`config.mk`:
```
export PLATFORM = sky130hd
export DESIGN_NAME = mux16_rr_arbiter_flat
export DESIGN_NICKNAME = d
export VERILOG_FILES = /design/src/rtl/mux16_rr_arbiter_pkg.sv /design/src/rtl/mux16_rr_arbiter_if.sv /design/src/rtl/mux16to1.sv /design/src/rtl/rr_pick16.sv /design/src/rtl/mux16_rr_arbiter.sv /design/src/flat_wrapper.sv
export SDC_FILE = /design/constraint.sdc
export NUM_CORES = 1
export LEC_CHECK = 0
export CAP_MARGIN = 10
export CORE_UTILIZATION = 70
export CTS_BUF_LIST = sky130_fd_sc_hd__clkbuf_8
export DETAILED_ROUTE_END_ITERATION = 8
export DONT_BUFFER_PORTS = 1
export MAX_ROUTING_LAYER = met4
export PLACE_DENSITY = 0.86
export SYNTH_ARGS = -nofsm -noshare
export SYNTH_HDL_FRONTEND = slang
export SYNTH_SLANG_ARGS = --single-unit
```
`constraint.sdc`:
```
create_clock -name clk -period 7.1 [get_ports clk]
set_input_delay 1.065 -clock clk [delete_from_list [all_inputs] [get_ports clk]]
set_output_delay 1.065 -clock clk [all_outputs]
set_load 0.02 [all_outputs]
```
`src/rtl/mux16_rr_arbiter_pkg.sv`:
```
// Shared constants, state encoding and select-vector helpers for the mux16 round-robin arbiter.
// Select vectors are [0:3] with sel[k] carrying index bit k (sel[0] is the LSB).
package mux16_rr_arbiter_pkg;

  localparam int unsigned N_REQ = 16;
  localparam int unsigned SEL_W = 4;

  typedef enum logic {
    StIdle  = 1'b0,
    StGrant = 1'b1
  } state_e;

  function automatic logic [SEL_W-1:0] sel_to_idx(input logic [0:SEL_W-1] s);
    logic [SEL_W-1:0] idx;
    for (int k = 0; k < SEL_W; k++) begin
      idx[k] = s[k];
    end
    return idx;
  endfunction

  function automatic logic [0:SEL_W-1] idx_to_sel(input logic [SEL_W-1:0] idx);
    logic [0:SEL_W-1] s;
    for (int k = 0; k < SEL_W; k++) begin
      s[k] = idx[k];
    end
    return s;
  endfunction

endpackage

```
`src/rtl/mux16_rr_arbiter_if.sv`:
```
// Requester-side bus of the mux16 arbiter: request/data vectors in, grant/select/data out.
interface mux16_rr_arbiter_if;
  import mux16_rr_arbiter_pkg::*;

  logic [0:N_REQ-1] req;
  logic [0:N_REQ-1] data_in;
  logic [0:N_REQ-1] grant;
  logic [0:SEL_W-1] sel;
  logic             valid;
  logic             data_out;

  modport master (
    output req,
    output data_in,
    input  grant,
    input  sel,
    input  valid,
    input  data_out
  );

  modport slave (
    input  req,
    input  data_in,
    output grant,
    output sel,
    output valid,
    output data_out
  );

endinterface

```
`src/rtl/mux16to1.sv`:
```
// Existing 16:1 single-bit mux; index = sel[0] + 2*sel[1] + 4*sel[2] + 8*sel[3].
module mux16to1 (
  input  logic [0:15] in,
  input  logic [0:3]  sel,
  output logic        out
);

  assign out = in[{sel[3], sel[2], sel[1], sel[0]}];

endmodule

```
`src/rtl/rr_pick16.sv`:
```
// Circular priority encoder: first set request at or after ptr, wrapping 15 -> 0.
module rr_pick16
  import mux16_rr_arbiter_pkg::*;
(
  input  logic [0:N_REQ-1] req,
  input  logic [0:SEL_W-1] ptr,
  output logic             any,
  output logic [0:SEL_W-1] idx,
  output logic [0:N_REQ-1] onehot
);

  logic [SEL_W-1:0] base;
  logic [SEL_W-1:0] pick;

  assign base = sel_to_idx(ptr);
  assign any  = |req;

  always_comb begin
    logic             found;
    logic [SEL_W-1:0] j;
    found = 1'b0;
    pick  = '0;
    j     = '0;
    for (int k = 0; k < N_REQ; k++) begin
      // 4-bit add wraps naturally past 15.
      j = base + SEL_W'(k);
      if (!found && req[j]) begin
        found = 1'b1;
        pick  = j;
      end
    end
  end

  always_comb begin
    onehot       = '0;
    onehot[pick] = any;
  end

  assign idx = idx_to_sel(pick);

endmodule

```
`src/rtl/mux16_rr_arbiter.sv`:
```
// Round-robin arbiter with burst limit owning the select of a shared mux16to1.
module mux16_rr_arbiter
  import mux16_rr_arbiter_pkg::*;
#(
  parameter int unsigned MAX_BURST = 4,
  parameter int unsigned CNT_W     = 4
) (
  input  logic              clk,
  input  logic              rst_n,
  mux16_rr_arbiter_if.slave bus
);

  localparam logic [CNT_W-1:0] CntLast = CNT_W'(MAX_BURST - 1);

  state_e           state_q;
  logic [0:N_REQ-1] grant_q;
  logic [0:SEL_W-1] sel_q;
  logic             valid_q;
  logic [0:SEL_W-1] ptr_q;
  logic [CNT_W-1:0] cnt_q;

  logic [0:N_REQ-1] cand;
  logic             pick_any;
  logic [0:SEL_W-1] pick_idx;
  logic [0:N_REQ-1] pick_onehot;
  logic [0:SEL_W-1] next_ptr;
  logic             own_req;
  logic             take;
  logic             mux_out;

  // grant_q is zero in idle, so this is req there and "others" while granted.
  assign cand    = bus.req & ~grant_q;
  assign own_req = |(bus.req & grant_q);

  rr_pick16 u_pick (
    .req    (cand),
    .ptr    (ptr_q),
    .any    (pick_any),
    .idx    (pick_idx),
    .onehot (pick_onehot)
  );

  assign next_ptr = idx_to_sel(sel_to_idx(pick_idx) + SEL_W'(1));

  // New owner: first grant from idle, release handoff, or burst-limit handoff.
  assign take = pick_any && ((state_q == StIdle) || !own_req || (cnt_q == CntLast));

  always_ff @(posedge clk or negedge rst_n) begin
    if (!rst_n) begin
      state_q <= StIdle;
      grant_q <= '0;
      sel_q   <= '0;
      valid_q <= 1'b0;
      ptr_q   <= '0;
      cnt_q   <= '0;
    end else if (take) begin
      state_q <= StGrant;
      grant_q <= pick_onehot;
      sel_q   <= pick_idx;
      valid_q <= 1'b1;
      ptr_q   <= next_ptr;
      cnt_q   <= '0;
    end else begin
      unique case (state_q)
        StIdle: begin
          cnt_q <= '0;
        end
        StGrant: begin
          if (!own_req) begin
            state_q <= StIdle;
            grant_q <= '0;
            valid_q <= 1'b0;
            cnt_q   <= '0;
          end else if (pick_any) begin
            cnt_q <= cnt_q + CNT_W'(1);
          end else begin
            cnt_q <= '0;
          end
        end
      endcase
    end
  end

  mux16to1 u_mux (
    .in  (bus.data_in),
    .sel (sel_q),
    .out (mux_out)
  );

  assign bus.grant    = grant_q;
  assign bus.sel      = sel_q;
  assign bus.valid    = valid_q;
  assign bus.data_out = mux_out & valid_q;

endmodule

```
`src/flat_wrapper.sv`:
```
// flat-port wrapper written by rule: the top's interface ports become plain ports
module mux16_rr_arbiter_flat import mux16_rr_arbiter_pkg::*;
#(
  parameter int unsigned MAX_BURST = 4,
  parameter int unsigned CNT_W     = 4
)
  (clk, rst_n, bus_req, bus_data_in, bus_grant, bus_sel, bus_valid, bus_data_out);
  mux16_rr_arbiter_if bus_i ();
  input  logic clk;
  input  logic rst_n;
  input wire logic [$bits(bus_i.req)-1:0] bus_req;
  input wire logic [$bits(bus_i.data_in)-1:0] bus_data_in;
  output wire logic [$bits(bus_i.grant)-1:0] bus_grant;
  output wire logic [$bits(bus_i.sel)-1:0] bus_sel;
  output wire logic [$bits(bus_i.valid)-1:0] bus_valid;
  output wire logic [$bits(bus_i.data_out)-1:0] bus_data_out;
  assign bus_i.req = bus_req;
  assign bus_i.data_in = bus_data_in;
  assign bus_grant = bus_i.grant;
  assign bus_sel = bus_i.sel;
  assign bus_valid = bus_i.valid;
  assign bus_data_out = bus_i.data_out;
  mux16_rr_arbiter #(.MAX_BURST(MAX_BURST), .CNT_W(CNT_W)) u_core (.clk(clk), .rst_n(rst_n), .bus(bus_i));
endmodule
```
**Word level (Yosys, flattened, before mapping)**

Index checks and enable logic that the tools add are counted.

- Register bits: 30
- Input bits: 34
- Output and inout bits: 22
- Logic and storage cells: 204

- Add/subtract/negate cells: 17
- Magnitude comparators: 19
- Eq/ne operators: 2
- Mux-type cells: 97
- Bitwise logic cells: 24
- Reduce and logical (&&, ||, !) cells: 39

Operators with widths:

| cell | number |
|---|---|
| $ge A5 B5 Y1 const B | 18 |
| $not A4 Y5 | 18 |
| $mux W4 | 19 |
| $bmux W1 S4 | 17 |
| $mux W1 | 56 |
| $and A16 B16 Y16 | 3 |
| $mux W16 | 3 |
| $add A4 B4 Y4 const B | 8 |
| $reduce_or A16 Y1 | 2 |
| $logic_and A1 B1 Y1 | 17 |
| $add A4 B3 Y4 const B | 4 |
| $logic_not A1 Y1 | 16 |
| $not A16 Y16 | 1 |
| $add A4 B1 Y4 const B | 3 |
| $add A4 B2 Y4 const B | 2 |
| $pmux W4 S2 | 1 |
| $lt A5 B1 Y1 const B | 1 |
| $demux W1 S4 | 1 |
| $eq A4 B2 Y1 const B | 1 |
| $logic_or A1 B1 Y1 | 2 |
| $ne A2 B2 Y1 const B | 1 |
| $reduce_and A2 Y1 | 1 |
| $reduce_bool A2 Y1 | 1 |
| $and A1 B1 Y1 | 1 |
| $not A1 Y1 | 1 |

**Longest topological paths before layout**

Gate-level depths: netlist of the first run.

- Depth in word-level cells: 58
- Gate-level depth with buffers: 18
- Mapped depth without buffers: 15

**Modules after synthesis**

Synthesis of the first run repeated with hierarchy kept, for this count alone.

- Cells, all modules: 452
- Area total of the unflattened synthesis: 4386.7 µm²

By module, submodules not included:

| module | instances | cells an instance | area each (µm²) | sequential area each (µm²) |
|---|---|---|---|---|
| rr_pick16 | 1 | 339 | 2862.7 | 0.0 |
| mux16_rr_arbiter | 1 | 106 | 1388.8 | 750.7 |
| mux16to1 | 1 | 7 | 135.1 | 0.0 |

**Worst setup path before layout of the first run**

OpenSTA, ideal clock, no wires.

- Path kind: register to register
- Start: reg u_core.ptr_q[1] (netlist bit)
- End: reg u_core.ptr_q[3] (netlist bit)
- Setup time: 82 ps
- Arrival time: 4189 ps
- Required time: 7018 ps
- Setup slack: 2829 ps
- Stages on the path, launching flop included: 16
- Path buffers: 2
- Clock period less this slack: 4271 ps
- Cell sequence: dfrtp_1 > inv_1 > clkbuf_1 > ha_1 > and4b_1 > nor4_4 > o22ai_1 > nor4_2 > or4b_4 > buf_6 > nor4b_4 > and3_2 > o31a_4 > inv_2 > or4_1 > a31oi_1

- Cells in the longest elaborated chain, start to end: 51
- Elaborated cells between the ends (all ways): 141
- Classes of those cells: add/sub (16); mux (79); bitwise (16); reduce/logical (30)

RTL lines:

| what | line | text |
|---|---|---|
| start, declared | mux16_rr_arbiter.sv:19 | `logic [0:SEL_W-1] ptr_q;` |
| start signal, assigned | mux16_rr_arbiter.sv:61 | `ptr_q <= next_ptr;` |
| branches (longest 49 deep; another with $add A4 B1 Y4) | n/a |  |
| $mux W4 * | rr_pick16.sv:27 | `if (!found && req[j]) begin` |
| net u_core.pick_idx (one bit) | mux16_rr_arbiter.sv:24 | `logic [0:SEL_W-1] pick_idx;` |
| $add A4 B1 Y4 * | mux16_rr_arbiter.sv:43 | `assign next_ptr = idx_to_sel(sel_to_idx(pick_idx) + SEL_W'(1));` |

Mark *: on every way through the listed nets, which the timed path passes. The select of a mux whose other input is x is not followed.
A chain may end at the register's enable or synchronous reset.

**Worst setup path in the final report of the first run**

- Start: reg u_core.ptr_q[0] (netlist bit)
- End: reg u_core.grant_q (netlist bit u_core.bus.grant[13])

- Cells in the longest elaborated chain, start to end: 57
- Elaborated cells between the ends (all ways): 148
- Classes of those cells: add/sub (15); order compare (2); mux (82); bitwise (18); reduce/logical (31)

RTL lines:

| what | line | text |
|---|---|---|
| branches (longest 49 deep; another with $add A4 B1 Y4) | n/a |  |
| $mux W4 * | rr_pick16.sv:27 |  |
| $not A4 Y5 (not written as such) * | rr_pick16.sv:36 | `onehot[pick] = any;` |
| $ge A5 B5 Y1 (not written as such) or $lt A5 B1 Y1 (tied branches) | rr_pick16.sv:36 |  |
| $logic_and A1 B1 Y1 (not written as such) | rr_pick16.sv:36 |  |
| $mux W1 (not written as such) | rr_pick16.sv:36 |  |
| $demux W1 S4 * | rr_pick16.sv:36 |  |
| $and A16 B16 Y16 (no line) * | n/a |  |
| $mux W16 * | mux16_rr_arbiter.sv:56 | `end else if (take) begin` |
| end signal, assigned | mux16_rr_arbiter.sv:58 | `grant_q <= pick_onehot;` |
| end, declared | mux16_rr_arbiter.sv:16 | `logic [0:N_REQ-1] grant_q;` |

Mark *: on every way between the ends. The select of a mux whose other input is x is not followed.

==> results_dict.tcl, run 1 <==
set metrics [dict create \
    status "finished, violations left" \
    violations "design-rule violations" \
    reg2reg_slack_ns 1.70 \
    layout.cells.non_filler 521 \
    via_count 4322 \
    grt_pass1_vias 4110 \
    hold_end "u_core.cnt_q[0]$_DFF_PN0_" \
    syn-instance-count 463 \
    start_kind "register" \
    critPathRequiredTime_ns 7.26 \
    post_cts_buffers 0 \
    rr_startpoint "u_core.ptr_q[0]$_DFFE_PN0P_" \
    stdcell_area_sq_um 4270 \
    yosysUniqueCellTypes 85 \
    drv_cap 0 \
    tightest_slew_ns 1.10 \
    final_nets 494 \
    cp-end-kind "register" \
    cts_root_buf "clkbuf_8" \
    syn_avg_cell_area_sq_um 9.06 \
    grt_overflow_total 0 \
    grtUsageTotal 0.467 \
    max_stage_delay_ns 0.85 \
    reg2reg_to "u_core.bus.grant[13]$_DFFE_PN0P_" \
    hp-class "reg2reg" \
    slew_headroom 0.264 \
    drive_above_1_share 0.147 \
    cp.arrival_ns 5.56 \
    hp-start "u_core.cnt_q[0]$_DFF_PN0_" \
    crit_cells 14 \
    gp_congestion 1.03 \
    path_class "reg2reg" \
    final.setup.tns_ns 0 \
    ios 56 \
    path_buf_inv 3 \
    period_share 0.761 \
    critPathTopFamily "compound AO/OA/AOI/OAI gates" \
    grt_pass1_wl_mm 21.6 \
    fin_crit_ns 5.40 \
    via_per_inst 8.30 \
    hold_depth 1 \
    detail-route-antenna-nets 0 \
    clk_path_buf_depth 2 \
    die_area_sq_um 6310 \
    netlist_area_sq_um 4190 \
    drtPass1Iterations 7 \
    rsz0062_at_grt "false" \
    fp.dieH_microns 79.4 \
    antennaDiodeCount 0 \
    setup_viol 0 \
    final_cell_mix "nor2_1 (33), nand2_1 (30), dfrtp_1 (30)" \
    wl_per_cell_microns 26.3 \
    finClkSkew_ns 0.00584 \
    postPlaceCellArea_sq_um 4180 \
    cp_slowest_cell "ha_1" \
    async_flop_share 1.00 \
    grt_max_degree 48 \
    cts-hold-fix-buffers 0 \
    antenna_found_initial 0 \
    wl_mm 13.7 \
    clock-sinks 30 \
    cp_max_fo 47 \
    slew_viol_final 0 \
    syn2layout_area_growth_pct 1.76 \
    synth_ff_type "dfrtp_1" \
    drt_iter0_drc 682 \
    htreeDepth 2 \
    clk_pin_slew_worst_paths_ns 0.07 \
    synth_enable_flop_cells 0 \
    path_cells "buf_4 -> inv_2 -> ha_1 -> inv_1 -> o2111ai_1 -> a41oi_1 -> a21oi_1 -> nor2_1 -> o21bai_1 -> a2111oi_0 -> o311ai_1 -> a21o_1 -> and2_1 -> a32o_1" \
    max_freq_mhz 185 \
    ys_ff_latch 30 \
    die-width_microns 79.4 \
    rows 27 \
    hpwlAfterDp_mm 10.2 \
    coreArea_sq_um 5640 \
    cts_buffers 5 \
    r2r_cells 14 \
    final_core_util 0.756 \
    drc 1 \
    place_inst 513 \
    hold_viol 0 \
    synth_fp_nets 509 \
    layout_commonest_cell "nor2_1" \
    cts_tree "built" \
    start_util 0.743 \
    clk-insertion-delay-late_ns 0.28 \
    crit_path_start "u_core.ptr_q[0]$_DFFE_PN0P_" \
    synth_warnings 0 \
    seq_area_frac_synth 0.179 \
    io_buffers 0 \
    ctsResizeCount 0 \
]
## Yosys cell counts, drive strengths merged (3+ instances only)
cell | number | area, sq um
a32o | 17 | 170
and2 | 7 | 43.8
nor2 | 34 | 130
a41oi | 4 | 35.0
o21bai | 4 | 30.0
o2111ai | 5 | 43.8
and3 | 5 | 32.5
or2 | 3 | 18.8
buf | 15 | 96.3
a21oi | 20 | 100
nand4 | 6 | 37.5
o22ai | 8 | 56.3
nand2b | 27 | 169
or4b | 3 | 33.8
nand2 | 30 | 113
nor4 | 8 | 101
nand3 | 12 | 65.1
clkbuf | 11 | 41.3
ha | 12 | 150
nor4b | 5 | 58.8
nand4b | 3 | 26.3
nor2b | 21 | 131
mux2i | 19 | 194
a21o | 5 | 37.5
mux2 | 8 | 90.1
or3 | 3 | 18.8
xnor2 | 8 | 85.1
o211ai | 3 | 22.5
a21boi | 4 | 30.0
and4b | 4 | 51.3
mux4 | 22 | 495
xor2 | 5 | 43.8
a22oi | 10 | 75.1
o21a | 5 | 37.5
dfrtp | 30 | 751
nor3 | 9 | 50.1
inv | 7 | 26.3
or4bb | 4 | 45.0
nand3b | 4 | 30.0
nor4bb | 6 | 60.1
o21ai | 11 | 55.1
## per-layer routing
| metal | global-route usage | up-vias | routed length [microns] |
|---|---|---|---|
| met2 | 0.713 | 420 | 6240 |
| met1 | 0.575 | 2015 | 4780 |
| met4 | 0.242 | 0 | 792 |
| met5 | - | - | 0 |
| met3 | 0.118 | 83 | 1910 |
| li1 | - | 1804 | - |
## state kept, by name, indices dropped and copies added, names as in the netlist
register,flops
u_core.ptr_q,4
u_core.bus.valid,1
u_core.state_q,1
u_core.bus.sel,4
u_core.cnt_q,4
u_core.bus.grant,16
## layout make-up
| class | instances | area [sq um] |
|---|---|---|
| multi-input combinational | 399 | 3280 |
| fill | 392 | 1370 |
| sequential | 30 | 751 |
| tap | 72 | 90.1 |
| clock buffer | 6 | 82.6 |
| timing repair buffer | 4 | 30.0 |
| inverter | 8 | 30.0 |
| clock inverter | 2 | 8.76 |
## worst max-delay path by stage
stage / endpoint / slack (ns)
floorplan: u_core.ptr_q[3]$_DFFE_PN0P_ / 2.83
global placement: u_core.bus.grant[12]$_DFFE_PN0P_ / 1.90
detailed placement: u_core.bus.grant[13]$_DFFE_PN0P_ / 1.89
CTS: u_core.bus.grant[13]$_DFFE_PN0P_ / 1.90
global route: u_core.ptr_q[2]$_DFFE_PN0P_ / 1.40
finish: u_core.bus.grant[13]$_DFFE_PN0P_ / 1.70
## metrics by stage
| stage | hold slack [ns] | worst slack, ns |
|---|---|---|
| final | 0.463 | 1.70 |
| after floorplan | 0.433 | 2.83 |
| after detailed placement | 0.458 | 1.89 |
| after CTS | 0.467 | 1.90 |
| after global placement | 0.444 | 1.90 |
| after global routing | 0.451 | 1.40 |
## logic make-up (layout without fill, tap and decap cells)
group	count (synthesis)	after routing	share of synthesized area
simple gates	200	200	0.301
compound gates	125	125	0.228
mux	49	49	0.186
buf+inv	34	20	0.0400
flops	30	30	0.179
xor+xnor	13	13	0.0307
fa+ha+maj	12	12	0.0358
Power of run 1 is not shown: default switching activity piles up to over one toggle a cycle in this logic, so the estimate is an artifact.
==> run 2: changes to the inputs <==
--- a/config.mk
+++ b/config.mk
@@ -6,12 +6,12 @@
 export NUM_CORES = 1
 export LEC_CHECK = 0
 export CAP_MARGIN = 10
-export CORE_UTILIZATION = 70
+export CORE_UTILIZATION = 67
 export CTS_BUF_LIST = sky130_fd_sc_hd__clkbuf_8
 export DETAILED_ROUTE_END_ITERATION = 8
 export DONT_BUFFER_PORTS = 1
 export MAX_ROUTING_LAYER = met4
-export PLACE_DENSITY = 0.86
+export PLACE_DENSITY = 0.83
 export SYNTH_ARGS = -nofsm -noshare
 export SYNTH_HDL_FRONTEND = slang
 export SYNTH_SLANG_ARGS = --single-unit
==> constraint.sdc (replaced) <==
create_clock -name clk -period 5.45 [get_ports clk]
set_input_delay 0.8175 -clock clk [delete_from_list [all_inputs] [get_ports clk]]
set_output_delay 0.8175 -clock clk [all_outputs]
set_load 0.02 [all_outputs]
==> results_dict.tcl, run 2 (synthesized netlist as in run 1, its figures left out) <==
set metrics [dict create \
    die-width_microns 81.1 \
    post_cts_buffers 0 \
    path_class "reg2reg" \
    largest_reg_flops 16 \
    clk_pin_slew_worst_paths_ns 0.07 \
    grt_pass1_wl_mm 20.1 \
    path_buf_inv 1 \
    period_share 0.811 \
    n_fill_cell 458 \
    grt_overflow_total 0 \
    tightest_slew_ns 1.14 \
    coreArea_sq_um 5990 \
    drt_iter0_drc 498 \
    clock-sinks 30 \
    drive_above_1_share 0.157 \
    critPathRequiredTime_ns 5.57 \
    cp-end-kind "register" \
    grtUsageTotal 0.433 \
    ctsResizeCount 0 \
    die_area_sq_um 6580 \
    hold_viol 0 \
    status "completed" \
    start_kind "register" \
    crit_path_frequent_cell "ha_1" \
    clk-insertion-delay-late_ns 0.29 \
    detail-route-antenna-nets 0 \
    grt_pass1_vias 3820 \
    cts_buffers 5 \
    hpwlAfterDp_mm 10.0 \
    drc 0 \
    io_buffers 0 \
    fp.dieH_microns 81.1 \
    wl_per_cell_microns 25.0 \
    cp.arrival_ns 4.54 \
    syn2layout_area_growth_pct 2.66 \
    final.setup.tns_ns 0 \
    setup_viol 0 \
    htreeDepth 2 \
    rsz0062_at_grt "false" \
    rows 28 \
    cts-hold-fix-buffers 0 \
    cp_slowest_cell "mux2i_2" \
    layout_commonest_cell "nor2_1" \
    hp-class "in2async" \
    slew_viol_final 0 \
    gp_congestion 1.01 \
    drv_cap 0 \
    fin_crit_ns 4.42 \
    cts_tree "built" \
    path_cells "buf_4 -> ha_1 -> nor2b_1 -> nor2_2 -> mux4_2 -> mux2i_2 -> mux2_2 -> a221o_1 -> nor2_1 -> a211oi_1 -> o31a_4 -> ha_1 -> xnor2_1 -> a21oi_1" \
    cts_root_buf "clkbuf_8" \
    final_nets 498 \
    max_freq_mhz 226 \
    antennaDiodeCount 0 \
    critPathTopFamily "multiplexers" \
    via_per_inst 7.80 \
    max_stage_delay_ns 0.47 \
    clk_path_buf_depth 2 \
    slew_headroom 0.236 \
    drtPass1Iterations 6 \
    ios 56 \
    cp_max_fo 46 \
    wl_mm 13.2 \
    via_count 4120 \
    start_util 0.700 \
    finClkSkew_ns 0.00952 \
    final_cell_mix "nor2_1 (33), nand2_1 (30), dfrtp_1 (30)" \
    antenna_found_initial 0 \
    grt_max_degree 47 \
]
==> run 2: changes by cell type in the layout (fill, tap and decap cells not counted) <==
cell        change
clkinvlp_4      +1
buf_4           +4
inv_1           -1
==> run 2: cell type report <==
cell class | count | area, sq um | area share
timing repair buffer | 8 | 60.1 | 0.0139
tap | 75 | 93.8 | 0.0218
inverter | 8 | 30.0 | 0.00697
sequential | 30 | 751 | 0.174
clock buffer | 6 | 82.6 | 0.0192
clock inverter | 2 | 12.5 | 0.00291
multi-input combinational | 399 | 3280 | 0.761
==> run 2: routing by layer <==
layer,global-route usage,part of all wire
met1,0.517,0.37
met2,0.677,0.47
met5,-,0
met4,0.195,0.049
met3,0.125,0.11
==> run 2: path summary, 6_finish.rpt <==
kind | start | depth (start not counted) | end | slack, ns
max in group asynchronous | rst_n | 0 | u_core.cnt_q[3]$_DFF_PN0_ | 5.15
min in group clk | u_core.cnt_q[0]$_DFF_PN0_ | 1 | u_core.cnt_q[0]$_DFF_PN0_ | 0.47
worst min register to register | u_core.cnt_q[0]$_DFF_PN0_ | 1 | u_core.cnt_q[0]$_DFF_PN0_ | 0.47
worst max register to register | u_core.ptr_q[0]$_DFFE_PN0P_ | 14 | u_core.ptr_q[2]$_DFFE_PN0P_ | 1.03
worst min-delay path | rst_n | 0 | u_core.bus.grant[3]$_DFFE_PN0P_ | 0.22
worst max-delay path | u_core.ptr_q[0]$_DFFE_PN0P_ | 14 | u_core.ptr_q[2]$_DFFE_PN0P_ | 1.03
==> run 2: per-stage QoR <==
stage	utilization	hold WS, ns	setup WS (ns)	cell area [sq um]	std cells
2_1_floorplan	-	0.433	1.18	4190	463
3_3_place_gp	0.703	0.444	1.20	4210	520
3_5_place_dp	0.703	0.454	1.10	4210	520
4_1_cts	0.719	0.220	1.10	4310	528
5_1_grt	0.719	0.209	0.818	4310	528
6_report	0.719	0.218	1.03	4310	528
==> run 2: worst register-to-register path, delay by kind of cell, from the launching register on <==
| family | cells | cell delay (ns) |
|---|---|---|
| simple gates | 3 | 0.50 |
| flops | 1 | 0.37 |
| fa+ha+maj | 2 | 0.56 |
| compound gates | 4 | 0.91 |
| xor+xnor | 1 | 0.17 |
| buf+inv | 1 | 0.46 |
| mux | 3 | 1.30 |
Power of run 2 is left out for the same reason.
